===== src/rtl/ps2_host_tx_if.sv =====
// Byte-request handshake and completion status between a host client and ps2_host_tx.
interface ps2_host_tx_if;
    localparam int unsigned DATA_W = 8;

    logic              tx_valid;
    logic [DATA_W-1:0] tx_data;
    logic              tx_ready;
    logic              done;
    logic              nack;
    logic              err_timeout;

    modport master (
        output tx_valid, tx_data,
        input  tx_ready, done, nack, err_timeout
    );

    modport slave (
        input  tx_valid, tx_data,
        output tx_ready, done, nack, err_timeout
    );
endinterface


===== src/rtl/ps2_host_tx.sv =====
// PS/2 host-to-device transmitter: inhibit, request-to-send, 11-clock frame, wait for bus idle.
// Optional macro PS2_TX_ACK_CHECK_EN: sample the device ack bit and report nack with done.
module ps2_host_tx #(
    parameter int unsigned INHIBIT_CYCLES = 5000,
    parameter int unsigned RTS_CYCLES     = 50,
    parameter int unsigned TIMEOUT_CYCLES = 1000000
) (
    input  logic           clk,
    input  logic           rst,
    ps2_host_tx_if.slave   tx,
    input  logic           ps2_clk,
    input  logic           ps2_data,
    output logic           ps2_clk_oe,
    output logic           ps2_data_oe
);
    localparam int unsigned MAX_AB  = (INHIBIT_CYCLES > RTS_CYCLES) ? INHIBIT_CYCLES : RTS_CYCLES;
    localparam int unsigned MAX_CYC = (MAX_AB > TIMEOUT_CYCLES) ? MAX_AB : TIMEOUT_CYCLES;
    localparam int unsigned CNT_W   = $clog2(MAX_CYC + 1);
    localparam int unsigned IDX_W   = 4;

    localparam logic [CNT_W-1:0] INH_LAST = CNT_W'(INHIBIT_CYCLES - 1);
    localparam logic [CNT_W-1:0] RTS_LAST = CNT_W'(RTS_CYCLES - 1);
    localparam logic [CNT_W-1:0] TO_LAST  = CNT_W'(TIMEOUT_CYCLES - 1);
    localparam logic [CNT_W-1:0] CNT_MAX  = CNT_W'(MAX_CYC);

    typedef enum logic [2:0] {
        S_IDLE, S_INHIBIT, S_RTS, S_SEND, S_ACK, S_WAIT_IDLE
    } state_t;

    state_t           state, state_nxt;
    logic [CNT_W-1:0] cnt, cnt_nxt, cnt_inc;
    logic [IDX_W-1:0] bit_idx, bit_idx_nxt;
    logic [7:0]       data_q, data_nxt;
    logic             par_q, par_nxt;
    logic             clk_oe_q, clk_oe_nxt;
    logic             data_oe_q, data_oe_nxt;
    logic             ready_q, ready_nxt;
    logic             done_q, done_nxt;
    logic             nack_q, nack_nxt;
    logic             err_q, err_nxt;
    logic             ack_ok, ack_ok_nxt;
    logic             to_hit;

    logic clk_s1, clk_s2, clk_s3, data_s1, data_s2, fe;

    // Pin synchronizers and registered falling-edge detect (fe is 3 cycles behind the pin).
    always_ff @(posedge clk) begin
        if (rst) begin
            clk_s1  <= 1'b1;
            clk_s2  <= 1'b1;
            clk_s3  <= 1'b1;
            data_s1 <= 1'b1;
            data_s2 <= 1'b1;
            fe      <= 1'b0;
        end else begin
            clk_s1  <= ps2_clk;
            clk_s2  <= clk_s1;
            clk_s3  <= clk_s2;
            data_s1 <= ps2_data;
            data_s2 <= data_s1;
            fe      <= clk_s3 & ~clk_s2;
        end
    end

    always_ff @(posedge clk) begin
        if (rst) begin
            state     <= S_IDLE;
            cnt       <= '0;
            bit_idx   <= '0;
            data_q    <= '0;
            par_q     <= 1'b0;
            clk_oe_q  <= 1'b0;
            data_oe_q <= 1'b0;
            ready_q   <= 1'b1;
            done_q    <= 1'b0;
            nack_q    <= 1'b0;
            err_q     <= 1'b0;
            ack_ok    <= 1'b1;
        end else begin
            state     <= state_nxt;
            cnt       <= cnt_nxt;
            bit_idx   <= bit_idx_nxt;
            data_q    <= data_nxt;
            par_q     <= par_nxt;
            clk_oe_q  <= clk_oe_nxt;
            data_oe_q <= data_oe_nxt;
            ready_q   <= ready_nxt;
            done_q    <= done_nxt;
            nack_q    <= nack_nxt;
            err_q     <= err_nxt;
            ack_ok    <= ack_ok_nxt;
        end
    end

    assign cnt_inc = (cnt == CNT_MAX) ? cnt : cnt + CNT_W'(1);
    assign to_hit  = !fe && (cnt == TO_LAST);

    always_comb begin
        state_nxt   = state;
        cnt_nxt     = cnt;
        bit_idx_nxt = bit_idx;
        data_nxt    = data_q;
        par_nxt     = par_q;
        clk_oe_nxt  = clk_oe_q;
        data_oe_nxt = data_oe_q;
        ready_nxt   = ready_q;
        done_nxt    = 1'b0;
        nack_nxt    = 1'b0;
        err_nxt     = 1'b0;
        ack_ok_nxt  = ack_ok;

        case (state)
            S_IDLE: begin
                clk_oe_nxt  = 1'b0;
                data_oe_nxt = 1'b0;
                ready_nxt   = 1'b1;
                if (tx.tx_valid && ready_q) begin
                    data_nxt    = tx.tx_data;
                    par_nxt     = ~^tx.tx_data;
                    bit_idx_nxt = '0;
                    cnt_nxt     = '0;
                    clk_oe_nxt  = 1'b1;
                    ready_nxt   = 1'b0;
                    ack_ok_nxt  = 1'b1;
                    state_nxt   = S_INHIBIT;
                end
            end
            S_INHIBIT: begin
                if (cnt == INH_LAST) begin
                    cnt_nxt     = '0;
                    data_oe_nxt = 1'b1;
                    state_nxt   = S_RTS;
                end else begin
                    cnt_nxt = cnt_inc;
                end
            end
            S_RTS: begin
                if (cnt == RTS_LAST) begin
                    cnt_nxt    = '0;
                    clk_oe_nxt = 1'b0;
                    state_nxt  = S_SEND;
                end else begin
                    cnt_nxt = cnt_inc;
                end
            end
            S_SEND, S_ACK, S_WAIT_IDLE: begin
                // Device-clock watchdog: an fe on the expiry cycle still wins.
                if (to_hit) begin
                    err_nxt     = 1'b1;
                    clk_oe_nxt  = 1'b0;
                    data_oe_nxt = 1'b0;
                    ready_nxt   = 1'b1;
                    state_nxt   = S_IDLE;
                end else begin
                    cnt_nxt = fe ? '0 : cnt_inc;
                    if (state == S_SEND && fe) begin
                        bit_idx_nxt = bit_idx + IDX_W'(1);
                        if (bit_idx < IDX_W'(8)) begin
                            data_oe_nxt = ~data_q[bit_idx[2:0]];
                        end else if (bit_idx == IDX_W'(8)) begin
                            data_oe_nxt = ~par_q;
                        end else begin
                            data_oe_nxt = 1'b0;
                            state_nxt   = S_ACK;
                        end
                    end else if (state == S_ACK && fe) begin
`ifdef PS2_TX_ACK_CHECK_EN
                        ack_ok_nxt = ~data_s2;
`endif
                        state_nxt  = S_WAIT_IDLE;
                    end else if (state == S_WAIT_IDLE && clk_s2 && data_s2) begin
                        done_nxt  = 1'b1;
`ifdef PS2_TX_ACK_CHECK_EN
                        nack_nxt  = ~ack_ok;
`else
                        nack_nxt  = 1'b0;
`endif
                        ready_nxt = 1'b1;
                        state_nxt = S_IDLE;
                    end
                end
            end
            default: begin
                clk_oe_nxt  = 1'b0;
                data_oe_nxt = 1'b0;
                ready_nxt   = 1'b1;
                state_nxt   = S_IDLE;
            end
        endcase
    end

    assign ps2_clk_oe     = clk_oe_q;
    assign ps2_data_oe    = data_oe_q;
    assign tx.tx_ready    = ready_q;
    assign tx.done        = done_q;
    assign tx.nack        = nack_q;
    assign tx.err_timeout = err_q;
endmodule


===== src/flat_wrapper.sv =====
// flat-port wrapper written by rule: the top's interface ports become plain ports
module ps2_host_tx_flat 
#(
    parameter int unsigned INHIBIT_CYCLES = 5000,
    parameter int unsigned RTS_CYCLES     = 50,
    parameter int unsigned TIMEOUT_CYCLES = 1000000
)
  (clk, rst, ps2_clk, ps2_data, ps2_clk_oe, ps2_data_oe, tx_tx_valid, tx_tx_data, tx_tx_ready, tx_done, tx_nack, tx_err_timeout);
  ps2_host_tx_if tx_i ();
  input  logic clk;
  input  logic rst;
  input  logic ps2_clk;
  input  logic ps2_data;
  output logic ps2_clk_oe;
  output logic ps2_data_oe;
  input wire logic [$bits(tx_i.tx_valid)-1:0] tx_tx_valid;
  input wire logic [$bits(tx_i.tx_data)-1:0] tx_tx_data;
  output wire logic [$bits(tx_i.tx_ready)-1:0] tx_tx_ready;
  output wire logic [$bits(tx_i.done)-1:0] tx_done;
  output wire logic [$bits(tx_i.nack)-1:0] tx_nack;
  output wire logic [$bits(tx_i.err_timeout)-1:0] tx_err_timeout;
  assign tx_i.tx_valid = tx_tx_valid;
  assign tx_i.tx_data = tx_tx_data;
  assign tx_tx_ready = tx_i.tx_ready;
  assign tx_done = tx_i.done;
  assign tx_nack = tx_i.nack;
  assign tx_err_timeout = tx_i.err_timeout;
  ps2_host_tx #(.INHIBIT_CYCLES(INHIBIT_CYCLES), .RTS_CYCLES(RTS_CYCLES), .TIMEOUT_CYCLES(TIMEOUT_CYCLES)) u_core (.clk(clk), .rst(rst), .tx(tx_i), .ps2_clk(ps2_clk), .ps2_data(ps2_data), .ps2_clk_oe(ps2_clk_oe), .ps2_data_oe(ps2_data_oe));
endmodule

===== config.mk =====
export PLATFORM = sky130hd
export DESIGN_NAME = ps2_host_tx_flat
export DESIGN_NICKNAME = d
export VERILOG_FILES = /design/src/rtl/ps2_host_tx_if.sv /design/src/rtl/ps2_host_tx.sv /design/src/flat_wrapper.sv
export SDC_FILE = /design/constraint.sdc
export NUM_CORES = 1
export LEC_CHECK = 0
export ABC_AREA = 1
export CORE_UTILIZATION = 25
export DETAILED_ROUTE_END_ITERATION = 7
export PLACE_DENSITY = 0.44
export SYNTH_ARGS = -nofsm -noshare
export SYNTH_HDL_FRONTEND = slang
export SYNTH_SLANG_ARGS = --single-unit

===== constraint.sdc =====
create_clock -name clk -period 1.45 [get_ports clk]
set_input_delay 0.435 -clock clk [delete_from_list [all_inputs] [get_ports clk]]
set_output_delay 0.435 -clock clk [all_outputs]
set_load 0.01 [all_outputs]

=== After elaboration in Yosys (flattened, before gate mapping) ===
Cells that the tools add are included.

* Register bits after elaboration: 47
* Bits of input ports: 13
* Word-level logic and storage cells: 114

* $add $sub $neg: 2
* Magnitude comparators: 2
* Eq/ne operators: 23
* Multiplexer cells: 41
* Bitwise operators: 8
* Reduce and logical (&&, ||, !) cells: 22

{| class="wikitable"
|+ Operator list
! kind !! count
|-
| $mux W20 || 6
|-
| $pmux W20 S4 || 1
|-
| $eq A20 B20 Y1 const B || 2
|-
| $mux W3 || 9
|-
| $add A20 B1 Y20 const B || 1
|-
| $eq A20 B13 Y1 const B || 1
|-
| $eq A20 B6 Y1 const B || 1
|-
| $mux W1 || 16
|-
| $mux W4 || 3
|-
| $pmux W3 S4 || 1
|-
| $ne A2 B1 Y1 const B || 5
|-
| $reduce_and A3 Y1 || 3
|-
| $ne A4 B3 Y1 const B || 2
|-
| $pmux W4 S2 || 1
|-
| $reduce_and A4 Y1 || 2
|-
| $reduce_xnor A8 Y1 || 1
|-
| $not A1 Y1 || 7
|-
| $eq A3 B2 Y1 const B || 2
|-
| $eq A3 B3 Y1 const B || 2
|-
| $logic_and A1 B1 Y1 || 6
|-
| $ne A3 B1 Y1 const B || 2
|-
| $ne A3 B2 Y1 const B || 2
|-
| $pmux W1 S3 || 2
|-
| $reduce_and A6 Y1 || 1
|-
| 18 further kinds || 19
|}

=== Longest topological paths before layout ===
Gate-level depths: netlist (run 1).

* Depth in word-level cells: 8
* Depth in mapped cells: 13
* Depth with buffers taken out: 12

=== Least setup slack after synthesis (run 1) ===
OpenSTA, ideal clock, no wires.

* Path kind: reg2reg
* Start point: register u_core.cnt[0]
* End point: register u_core.cnt[0]
* Data arrival time: 1,516 ps
* Required time: 1,339 ps
* Slack: -177 ps
* Cell stages (with the launch flop): 12
* Cell sequence: dfxtp_1 > ha_1 > nand2_2 > inv_2 > nand2_1 > nor2_1 > nand3_1 > nand2_2 > nand3_4 > or2_4 > nand2_4 > nor2_1

* Longest elaborated chain between the ends: 5

{| class="wikitable"
|+ Ends and longest elaborated chain
! item !! RTL line !! source
|-
| from (decl) || ps2_host_tx.sv:31 || <nowiki>logic [CNT_W-1:0] cnt, cnt_nxt, cnt_inc;</nowiki>
|-
| from (signal assigned) || ps2_host_tx.sv:81 || <nowiki>cnt <= cnt_nxt;</nowiki>
|-
| $add A20 B1 Y20 / $eq A20 B20 Y1 (equally long branches) || ps2_host_tx.sv:95 || <nowiki>assign cnt_inc = (cnt == CNT_MAX) ? cnt : cnt + CNT_W'(1);</nowiki>
|-
| $mux W20 || ps2_host_tx.sv:95 ||
|-
| $mux W20 || ps2_host_tx.sv:155 || <nowiki>cnt_nxt = fe ? '0 : cnt_inc;</nowiki>
|-
| $mux W20 || ps2_host_tx.sv:148 || <nowiki>if (to_hit) begin</nowiki>
|-
| $pmux W20 S4 || ps2_host_tx.sv:112 || <nowiki>case (state)</nowiki>
|}

Several ways; a longest one is shown, not always the timed one. The select of a mux whose other input is x is not followed.
A chain may end at the register's enable or synchronous reset.

=== Final worst setup path (run 1) ===
* Start point: register u_core.cnt[0]
* End point: register u_core.cnt[8]

Same word-level chain as after synthesis.

==> results of run 1 <==
==> registers in the layout (all words and copies together) (netlist names), 3 cells and up <==
name	cells
u_core.cnt	20
u_core.data_q	8
u_core.bit_idx	4
u_core.state	3
==> timing repair <==
item | 4_1_cts | 5_1_grt
setup buffers | 3 | 2
resized for setup | 47 | 72
pin swaps | 13 | 33
cloned | 1 | 2
endpoints found under the setup margin | 43 | 39
==> layer usage <==
metal,routed length (µm),global-route usage (%)
met5,0,0
met4,170,5.639
met3,296,3.351
met2,4008,24.73
met1,4160,19.60
==> area by class of cell <==
type                            instances  share of cell area, %
Clock buffer                            6                  2.892
Timing Repair Buffer                  111                  20.42
Sequential cell                        47                  21.82
Multi-Input combinational cell        350                  46.36
Inverter                               48                  4.044
Clock inverter                          2                 0.2808
Tap cell                              143                  4.016
Timing Repair inverter                  1                 0.1685
==> power groups by stage <==
stage	sequential [mW]	combinational (mW)	clock, mW
2_1_floorplan	1.67	1.72	0
3_3_place_gp	1.66	2.87	0
3_5_place_dp	1.66	2.88	0
4_1_cts	1.64	3.27	1.21
5_1_grt	1.68	3.95	1.28
6_report	1.66	3.58	1.16
==> worst register-to-register path, cell delays in order, from the launching register on <==
cell and delay, ns:
dfxtp_4 0.37, ha_4 0.15, nand2_4 0.06, nor2_4 0.13
buf_4 0.13, nand2_2 0.07, buf_4 0.16, buf_4 0.13
xor2_1 0.13, nand3b_1 0.14, a21oi_1 0.11
==> placed cells by master, fill, tap and decap left out, types with 5 or more instances in the layout <==
cell type	n
xor2_1	5
buf_6	8
buf_4	83
a21oi_1	19
nor2_1	62
clkbuf_16	5
nand2_4	7
xnor2_1	8
nand2_1	91
a21oi_2	8
nand2_2	21
nor2_2	9
nand3_1	39
nand3_4	5
inv_2	12
inv_1	36
dfxtp_4	5
nor2_4	9
or2_2	5
dfxtp_2	10
dfxtp_1	32
nand4_1	9
dlygate4sd2_1	5
o21ai_0	15
nand3_2	12
clkdlybuf4s50_1	11
==> cell families after synthesis <==
kind of cell,count (synthesis)
adder cells (fa/ha/maj),5
other,1
XOR/XNOR,15
AO/OA/AOI/OAI,49
flip-flops,47
buffers and inverters,61
AND/OR/NAND/NOR,280
==> worst max-delay path by stage <==
stage,startpoint,end,slack [ns],depth (start not counted)
CTS,u_core.cnt[1]$_SDFFE_PP0P_,u_core.bit_idx[3]$_SDFFE_PP0P_,-0.20,12
detailed placement,tx_tx_valid,u_core.cnt[1]$_SDFFE_PP0P_,-0.46,11
global route,u_core.cnt[0]$_SDFFE_PP0P_,u_core.cnt[1]$_SDFFE_PP0P_,-0.30,13
floorplan,u_core.cnt[0]$_SDFFE_PP0P_,u_core.cnt[0]$_SDFFE_PP0P_,-0.10,11
finish,u_core.cnt[0]$_SDFFE_PP0P_,u_core.cnt[8]$_SDFFE_PP0P_,-0.19,10
global placement,tx_tx_valid,u_core.cnt[1]$_SDFFE_PP0P_,-0.45,11
==> stage by stage <==
step / instance area [µm²] / power, mW
floorplan: 2960 / 3.385
global placement: 3880 / 4.528
detailed placement: 3880 / 4.542
CTS: 4203 / 6.126
global route: 4456 / 6.908
finish: 4456 / 6.391
==> results by group, run 1 <==
Setup path
  – Startpoint types: flop
  – CP Capture Type: flop
  – Worst Path Required: about 1.7 ns
  – Largest stage delay on the critical path: about 0.37 ns
  – CP arrival: around 1.9 ns
  – CP Buf/Inv Count: 3
  – Crit-path max FO: 3
  – Reg2Reg Setup Slack: -0.19 ns
  – Path type of the worst setup path: flop to flop
  – RR Endpoint: u_core.cnt[8]$_SDFFE_PP0P_
  – R2R depth: 10
  – Top delay family on crit path: buffers and inverters
  – Cell mode on critical path: buf_4
  – Slowest-stage cell, CP: dfxtp_4
  – CP cell instances: ha_4 > nand2_4 > nor2_4 > buf_4 > nand2_2 > buf_4 > buf_4 > xor2_1 > nand3b_1 > a21oi_1
  – R2R Path Start: u_core.cnt[0]$_SDFFE_PP0P_

Pwr
  – VDD IR max: about 0.00085 V
  – Register share of total power: roughly 26%
  – Leakage power: between 1.5 and 2 nW
  – Comb pwr share: a little under three fifths
  – Cell-internal power: approximately 3.7 mW
  – Net Switching: ~2.7 mW
  – Clk pwr share: between 10% and 20%
  – Sw frac: between 40% and 50%
  – Power Dens Cells: between 1000 and 1500 nW/µm²

CTS
  – Hold Buf Count CTS: 0
  – CTS Buffer Depth: 2
  – Clock-pin transition on the worst setup and hold timing paths: roughly 0.07 ns
  – Clock Latency Late Sink: roughly 0.30 ns
  – CTS tree: done
  – Root Buffer: clkbuf_16
  – Cts bufs inserted: 5
  – CTS sink count: 47
  – H-tree levels: 2

Synthesis
  – Syn_nets: 476
  – Fraction of registers with async set or reset after synthesis: 0%
  – Post-synthesis cell area: 2928 µm²
  – Synth Warn #: 0
  – Register area share after synthesis: ~32%
  – Synth Instances: between 400 and 500
  – Area contributors post-synth: dfxtp_1, nand2_1, nor2_1
  – Post-synthesis compound-gate area fraction: 8.846%
  – Adder-Cell Fraction of Synth Area: 2.137%
  – Synth top area share: 32.14%
  – Commonest register cell after synthesis: dfxtp_1
  – Simple-gate share of the synthesized area: 43.21%
  – Largest family of logic cells by synthesized area: simple AND/OR/NAND/NOR gates
  – XOR/XNOR Fraction of Synth Area: 4.487%
  – Area leader, netlist: dfxtp_1
  – EDFF count, synth: 0
  – Seq cells post-synth: 47
  – Top cells by count, synth: nand2_1, nor2_1, nand3_1
  – Post-synthesis mux area share: 0%
  – Count leader, synth: nand2_1
  – Syn Area/Cell: about 6.4 µm²
  – Post-synth cell types: 33

Global route
  – Vias in the first global route: between 2000 and 3000
  – First-pass GRT wire length: roughly 14000 µm
  – Congestion Overflow GR: 0
  – Largest net degree at the start of global routing: 15
  – GRT Total Usage: approximately 15%
  – Initial antenna violation count: 0

Timing
  – Final slew viol count: 0
  – Final Setup Violations: 31
  – Final Hold Fails: 0
  – Period minus WS final: around 1.6 ns
  – Setup TNS: -4.162 ns
  – Final WS setup: -0.1932 ns
  – Final period utilization: 113.3%
  – Final Skew: 0.008967 ns
  – Peak Freq: between 600 and 700 MHz
  – WHS: just over 0.4 ns
  – Unrepaired setup endpoints after global routing: yes

Final layout
  – Util after Layout: around two fifths
  – Fill cells: roughly 1300
  – Fin cells: roughly 710
  – Syn-to-layout area delta: 52.18%
  – Multi-input logic area: about 2100 µm²
  – Sequential cell area: 972.2 µm²
  – Share of layout cells above drive strength 1: a little under two fifths
  – # nets final: approximately 580
  – Antenna diode count: 0

Detailed routing
  – Total vias in the final route: between 3000 and 4000
  – First-pass iteration count of the detailed router: 4
  – Drt wl/cell: 12.20 µm
  – DR iter-0 viols: between 100 and 150
  – Post-Route WL: approximately 8600 µm
  – Vias per cell: about 4.5
  – Remaining antenna violation count after routing: 0
  – DRC Markers: 0

Min path
  – Hold path cells: 1
  – HP Class: flop to flop
  – Hold endpoint: u_core.data_s2$_SDFF_PP1_
  – Hold Crit Start: u_core.data_s1$_SDFF_PP1_

Die
  – Core ar.: 11420 µm²
  – Die Ht: ~110 µm
  – Die area: 12150 µm²
  – Row Count: 39
  – Die Width: roughly 110 µm
  – Top-level I/O count: 19
  – Initial Util: about a quarter

Place
  – HPWL after DPL: between 6000 and 7000 µm
  – Routability congestion estimate: roughly 0.8
  – Pre-CTS setup slack: -0.4644 ns
  – I/O Buffers: 17
  – DP Cell Count: 692

Status
  – Status: complete, but fails checks
  – Violated checks: negative setup slack

Flow run
  – Max-cap violations: 0
No activity file was read; power rests on OpenSTA's default activity.
==> run 2: changes to the inputs <==
--- a/config.mk
+++ b/config.mk
@@ -7,8 +7,9 @@
 export LEC_CHECK = 0
 export ABC_AREA = 1
 export CORE_UTILIZATION = 25
+export CTS_CLUSTER_DIAMETER = 120
 export DETAILED_ROUTE_END_ITERATION = 7
-export PLACE_DENSITY = 0.44
+export SETUP_SLACK_MARGIN = 0.4
 export SYNTH_ARGS = -nofsm -noshare
 export SYNTH_HDL_FRONTEND = slang
 export SYNTH_SLANG_ARGS = --single-unit
==> results by group, run 2 (synthesis gave the netlist of run 1 again) <==
Final layout
  – # nets final: 589 (+1.2%)
  – Syn-to-layout area delta: 61.28%
  – Fill cells: 1190 (-5.0%)
  – Most common cell after layout, fill and taps aside: nand2_1
  – Biggest register: u_core.cnt
  – Commonest non-fill, non-tap cells in the layout: nand2_1, buf_4, nor2_1
  – Top Registers: u_core.cnt x20, u_core.data_q x8, u_core.bit_idx x4
  – Antenna diode count: 0 (unchanged)
  – Largest register FFs: 20 (unchanged)
  – Share of layout cells above drive strength 1: 45.80% (+7.9 points)
  – Final instance area: 4722 µm² (+6.0%)

Flow run
  – Max-cap violations: 0 (unchanged)

Detailed routing
  – Remaining antenna violation count after routing: 0 (unchanged)
  – Drt wl/cell: 12.20 µm (about the same)
  – First-pass iteration count of the detailed router: 4 (unchanged)
  – Vias per cell: 4.601 (+3.0%)
  – DRC Markers: 0 (unchanged)
  – Total vias in the final route: 3290 (+4.0%)
  – DR iter-0 viols: 80 (-30%)
  – Post-Route WL: 8720 µm (+0.98%)

Die
  – Initial Util: 25.64% (unchanged)
  – Die Ht: 110.2 µm (unchanged)
  – Die area: 12150 µm² (unchanged)
  – Die Width: 110.2 µm (unchanged)
  – Row Count: 39 (unchanged)
  – Core ar.: 11420 µm² (unchanged)
  – Top-level I/O count: 19 (unchanged)

Pwr
  – Power Dens Cells: 1488 nW/µm² (+3.7%)
  – Leakage power: 2.003 nW (+4.7%)
  – VDD IR max: 0.0009276 V (+9.7%)
  – Overall Power: 7.027 mW (+9.9%)

CTS
  – Root Buffer: clkbuf_16
  – Cts bufs inserted: 5 (unchanged)
  – Clock Latency Late Sink: 0.29 ns (about the same)
  – Clock-pin transition on the worst setup and hold timing paths: 0.07 ns (about the same)
  – H-tree levels: 2 (unchanged)
  – CTS Buffer Depth: 2 (unchanged)
  – CTS sink count: 47 (unchanged)
  – CTS tree: done
  – Hold Buf Count CTS: 0 (unchanged)

Global route
  – Met2 Use GR: 28.88% (+4.2 points)
  – Largest net degree at the start of global routing: 17 (+2)
  – GR peak layer: met2
  – Congestion Overflow GR: 0 (unchanged)
  – GRT Total Usage: 14.99% (-0.20 points)
  – Met3 usage in global routing: 2.234% (-1.1 points)
  – First-pass GRT wire length: 14310 µm (+2.1%)
  – Initial antenna violation count: 0 (unchanged)
  – Vias in the first global route: 3222 (+8.9%)
  – Met1 Use GR: 17.28% (-2.3 points)

Timing
  – Unrepaired setup endpoints after global routing: yes
  – Setup TNS: -4.113 ns (+0.04902 ns)
  – WHS: 0.4107 ns (+0.0009070 ns)
  – Period minus WS final: 1.642 ns (-0.0007320 ns)
  – Final Setup Violations: 31 (unchanged)
  – Peak Freq: 608.9 MHz (about the same)
  – Final Hold Fails: 0 (unchanged)
  – Final period utilization: 113.3% (about the same)
  – Final slew viol count: 0 (unchanged)
  – Final Skew: 0.009364 ns (+0.0003967 ns)
  – Final WS setup: -0.1924 ns (+0.0007320 ns)

Place
  – Routability congestion estimate: 0.8603 (+5.0%)
  – Pre-CTS setup slack: -0.4428 ns (+0.02150 ns)
  – Placed Area: 3926 µm² (+1.2%)
  – HPWL after DPL: 6134 µm (-5.3%)
  – I/O Buffers: 17 (unchanged)

Setup path
  – Top delay family on crit path: simple AND/OR/NAND/NOR gates
  – CP Capture Type: flop
  – Worst Path Required: 1.68 ns (about the same)
  – CP arrival: 1.87 ns (about the same)
  – Startpoint types: flop
  – Slowest-stage cell, CP: dfxtp_2
  – CP cell instances: inv_1 > nor2_1 > nand2_1 > nor2_4 > buf_4 > nand3_4 > nand3_4 > buf_6 > buf_4 > nand2_2 > a21oi_2
  – Path type of the worst setup path: flop to flop
  – Crit-path max FO: 7 (+4)
  – Largest stage delay on the critical path: 0.36 ns (about the same)
  – CP Buf/Inv Count: 4 (+1)

Min path
  – HP Class: flop to flop

Status
  – Violated checks: negative setup slack
  – Status: complete, but fails checks
## run 2: cell type report
cell class	instances	area, µm²	share of cell area [%]
Multi-Input combinational cell	350	2170	45.95
Sequential cell	47	982.2	20.80
Tap cell	143	178.9	3.789
Clock buffer	6	138.9	2.941
Inverter	48	185.2	3.922
Timing Repair inverter	1	7.507	0.1590
Timing Repair Buffer	118	1021	21.62
Clock inverter	2	38.79	0.8214
## run 2: timing repair
item / in CTS / in global routing
buffers inserted: 8 / 7
gates cloned: 2 / 0
resized for setup: 137 / 53
pin swaps: 38 / 12
setup endpoints to repair: 52 / 46
## run 2: routing by layer
| metal | share of wire (%) | wire length (µm) |
|---|---|---|
| met1 | 42 | 3686 |
| met2 | 52 | 4558 |
| met3 | 3.5 | 307 |
| met4 | 1.9 | 167 |
| met5 | 0 | 0 |
## run 2: worst reg2reg max path, stage by stage (launching register included)
cell and delay, ns:
dfxtp_2 0.36, inv_1 0.06, nor2_1 0.11, nand2_1 0.10
nor2_4 0.15, buf_4 0.15, nand3_4 0.12, nand3_4 0.12
buf_6 0.16, buf_4 0.12, nand2_2 0.04, a21oi_2 0.10
## run 2: stage by stage
stage,utilization (%),cells
3_3_place_gp,34.39,690
2_1_floorplan,-,458
5_1_grt,41.35,715
4_1_cts,39.39,708
6_report,41.35,715
3_5_place_dp,34.39,690
## run 2: report_power, final
part	switching [mW]	internal (mW)	leakage, nW
combinational	2.10	1.83	1.52
clock	0.529	0.868	0.0875
sequential	0.164	1.53	0.394
## run 2: path summary, 6_finish.rpt
path | start | to | slack (ns) | depth (start not counted)
worst max-delay path | u_core.cnt[9]$_SDFFE_PP0P_ | u_core.cnt[19]$_SDFFE_PP0P_ | -0.19 | 11
worst min register to register | u_core.data_s1$_SDFF_PP1_ | u_core.data_s2$_SDFF_PP1_ | 0.41 | 1
worst max register to register | u_core.cnt[9]$_SDFFE_PP0P_ | u_core.cnt[19]$_SDFFE_PP0P_ | -0.19 | 11
worst min-delay path | u_core.data_s1$_SDFF_PP1_ | u_core.data_s2$_SDFF_PP1_ | 0.41 | 1
==> run 3: changes to the inputs <==
--- a/config.mk
+++ b/config.mk
@@ -9,6 +9,7 @@
 export CORE_UTILIZATION = 25
 export CTS_CLUSTER_DIAMETER = 120
 export DETAILED_ROUTE_END_ITERATION = 7
+export REMOVE_ABC_BUFFERS = 1
 export SETUP_SLACK_MARGIN = 0.4
 export SYNTH_ARGS = -nofsm -noshare
 export SYNTH_HDL_FRONTEND = slang
==> results by group, run 3 (synthesis gave the netlist of run 1 again) <==
Place
  – HPWL after DPL: 6013 µm (-2.0%)
  – I/O Buffers: 17 (unchanged)
  – DP Cell Count: 688 (-0.29%)
  – Routability congestion estimate: 0.8486 (-1.4%)

Status
  – Violated checks: negative setup slack
  – Status: complete, but fails checks

CTS
  – CTS tree: done
  – Hold Buf Count CTS: 0 (unchanged)
  – Clock Latency Late Sink: 0.29 ns (about the same)
  – Clock-pin transition on the worst setup and hold timing paths: 0.06 ns (about the same)
  – Cts bufs inserted: 5 (unchanged)
  – CTS sink count: 47 (unchanged)
  – Root Buffer: clkbuf_16
  – CTS Buffer Depth: 2 (unchanged)
  – H-tree levels: 2 (unchanged)

Final layout
  – Fill cells: 1162 (-2.4%)
  – Share of layout cells above drive strength 1: 41.78% (-4.0 points)
  – Biggest register: u_core.cnt
  – Multi-input logic area: 2118 µm² (-2.4%)
  – Fin cells: 715 (unchanged)
  – Most common cell after layout, fill and taps aside: nand2_1
  – Sequential cell area: 975.9 µm² (-0.64%)
  – Util after Layout: 40.83% (-0.53 points)
  – Largest register FFs: 20 (unchanged)
  – # nets final: 590 (+0.17%)
  – Top Registers: u_core.cnt x20, u_core.data_q x8, u_core.bit_idx x4
  – Syn-to-layout area delta: 59.23%
  – Commonest non-fill, non-tap cells in the layout: nand2_1, buf_4, nor2_1
  – Antenna diode count: 0 (unchanged)

Detailed routing
  – DRC Markers: 0 (unchanged)
  – Remaining antenna violation count after routing: 0 (unchanged)
  – Post-Route WL: 8693 µm (-0.31%)
  – Drt wl/cell: 12.16 µm (-0.31%)
  – First-pass iteration count of the detailed router: 4 (unchanged)
  – DR iter-0 viols: 144 (+80%)
  – Vias per cell: 4.568 (-0.73%)
  – Total vias in the final route: 3266 (-0.73%)

Timing
  – Final Hold Fails: 0 (unchanged)
  – Final Setup Violations: 31 (unchanged)
  – WHS: 0.4066 ns (-0.004086 ns)
  – Final slew viol count: 0 (unchanged)
  – Peak Freq: 609.2 MHz (about the same)
  – Final period utilization: 113.2% (about the same)
  – Period minus WS final: 1.641 ns (-0.001031 ns)
  – Final WS setup: -0.1914 ns (+0.001031 ns)
  – Unrepaired setup endpoints after global routing: yes
  – Final Skew: 0.01125 ns (+0.001889 ns)

Pwr
  – Power Dens Cells: 1436 nW/µm² (-3.5%)
  – Net Switching: 2.689 mW (-3.9%)
  – Cell-internal power: 4.005 mW (-5.3%)
  – VDD IR max: 0.0009914 V (+6.9%)
  – Comb pwr share: 54.9% (-1.1 points)
  – Clk pwr share: 19.8% (about the same)
  – Sw frac: 40.17% (+0.36 points)
  – Register share of total power: 25.3% (+1.2 points)
  – Overall Power: 6.694 mW (-4.7%)
  – Leakage power: 1.990 nW (-0.65%)

Die
  – Die Width: 110.2 µm (unchanged)
  – Row Count: 39 (unchanged)
  – Core ar.: 11420 µm² (unchanged)
  – Top-level I/O count: 19 (unchanged)
  – Initial Util: 25.64% (unchanged)
  – Die Ht: 110.2 µm (unchanged)
  – Die area: 12150 µm² (unchanged)

Global route
  – Congestion Overflow GR: 0 (unchanged)
  – GRT Total Usage: 14.34% (-0.66 points)
  – First-pass GRT wire length: 13750 µm (-3.9%)
  – Vias in the first global route: 3088 (-4.2%)
  – Initial antenna violation count: 0 (unchanged)
  – Largest net degree at the start of global routing: 15 (-2)

Setup path
  – Path type of the worst setup path: flop to flop
  – Reg2Reg Setup Slack: -0.19 ns (about the same)
  – Crit-path max FO: 8 (+1)
  – Worst Path Required: 1.66 ns (-0.02 ns)
  – CP arrival: 1.86 ns (about the same)
  – Startpoint types: flop
  – CP Capture Type: flop

Flow run
  – Max-cap violations: 0 (unchanged)

Min path
  – HP Class: flop to flop
==> run 3: cell count changes in the layout (fill, tap and decap cells not counted), sizes merged <==
cell / before / now
dlymetal6s2s: 0 / 4
dlygate4sd2: 8 / 5
buf: 106 / 107
clkbuf: 6 / 5
clkdlybuf4s50: 4 / 3
clkinvlp: 1 / 2
inv: 49 / 48
==> run 3: timing repair <==
| item | 4_1_cts | 5_1_grt |
|---|---|---|
| cloned | 1 | 0 |
| pin swaps | 24 | 57 |
| gates resized for setup | 94 | 100 |
| buffers inserted | 8 | 11 |
| endpoints found under the setup margin | 52 | 46 |
==> run 3: final timing paths <==
path	startpoint	endpoint	cells after the start
min reg2reg	u_core.clk_s3$_SDFF_PP1_	u_core.fe$_SDFF_PP0_	2
min	u_core.clk_s3$_SDFF_PP1_	u_core.fe$_SDFF_PP0_	2
max	u_core.cnt[1]$_SDFFE_PP0P_	u_core.cnt[0]$_SDFFE_PP0P_	12
max reg2reg	u_core.cnt[1]$_SDFFE_PP0P_	u_core.cnt[0]$_SDFFE_PP0P_	12
==> run 3: power groups by stage <==
stage	sequential [mW]	combinational [mW]	clock, mW
after floorplan	1.66	1.53	0
after global placement	1.63	2.71	0
after detailed placement	1.64	2.75	0
after CTS	1.67	3.16	1.35
after global routing	1.72	4.02	1.40
final	1.70	3.67	1.32
==> run 3: layout make-up <==
type	instances	share of cell area, %
sequential	47	20.93
timing repair inverter	1	0.1610
clock buffer	5	2.684
multi-input combinational	350	45.44
clock inverter	2	0.8052
tap	143	3.838
inverter	48	3.972
timing repair buffer	119	22.17
==> run 3: metrics by stage <==
stage / TNS, ns / setup WS, ns / area [µm²]
finish: -4.176 / -0.1914 / 4662
global placement: -12.60 / -0.3872 / 3815
floorplan: -4.977 / -0.3237 / 2843
CTS: -5.125 / -0.2244 / 4238
global route: -7.778 / -0.3174 / 4662
detailed placement: -13.47 / -0.4190 / 3815
==> run 3: metal layers <==
metal	share of wire (%)	GRT usage [%]	wire, µm
met5	0	0	0
met3	2.2	2.058	194
met2	51	25.94	4472
met1	45	17.47	3915
met4	1.3	4.323	110
==> run 3: critical path, cell delays in order, from the launching register on <==
cell and delay, ns:
dfxtp_4 0.37, ha_4 0.14, nand2_4 0.06, nor2_4 0.13
nand2_2 0.08, nor2_4 0.14, nand3_4 0.12, nand2_2 0.10
nor2_4 0.05, buf_6 0.13, nand3_1 0.07, nand2_1 0.06
nor2_1 0.11
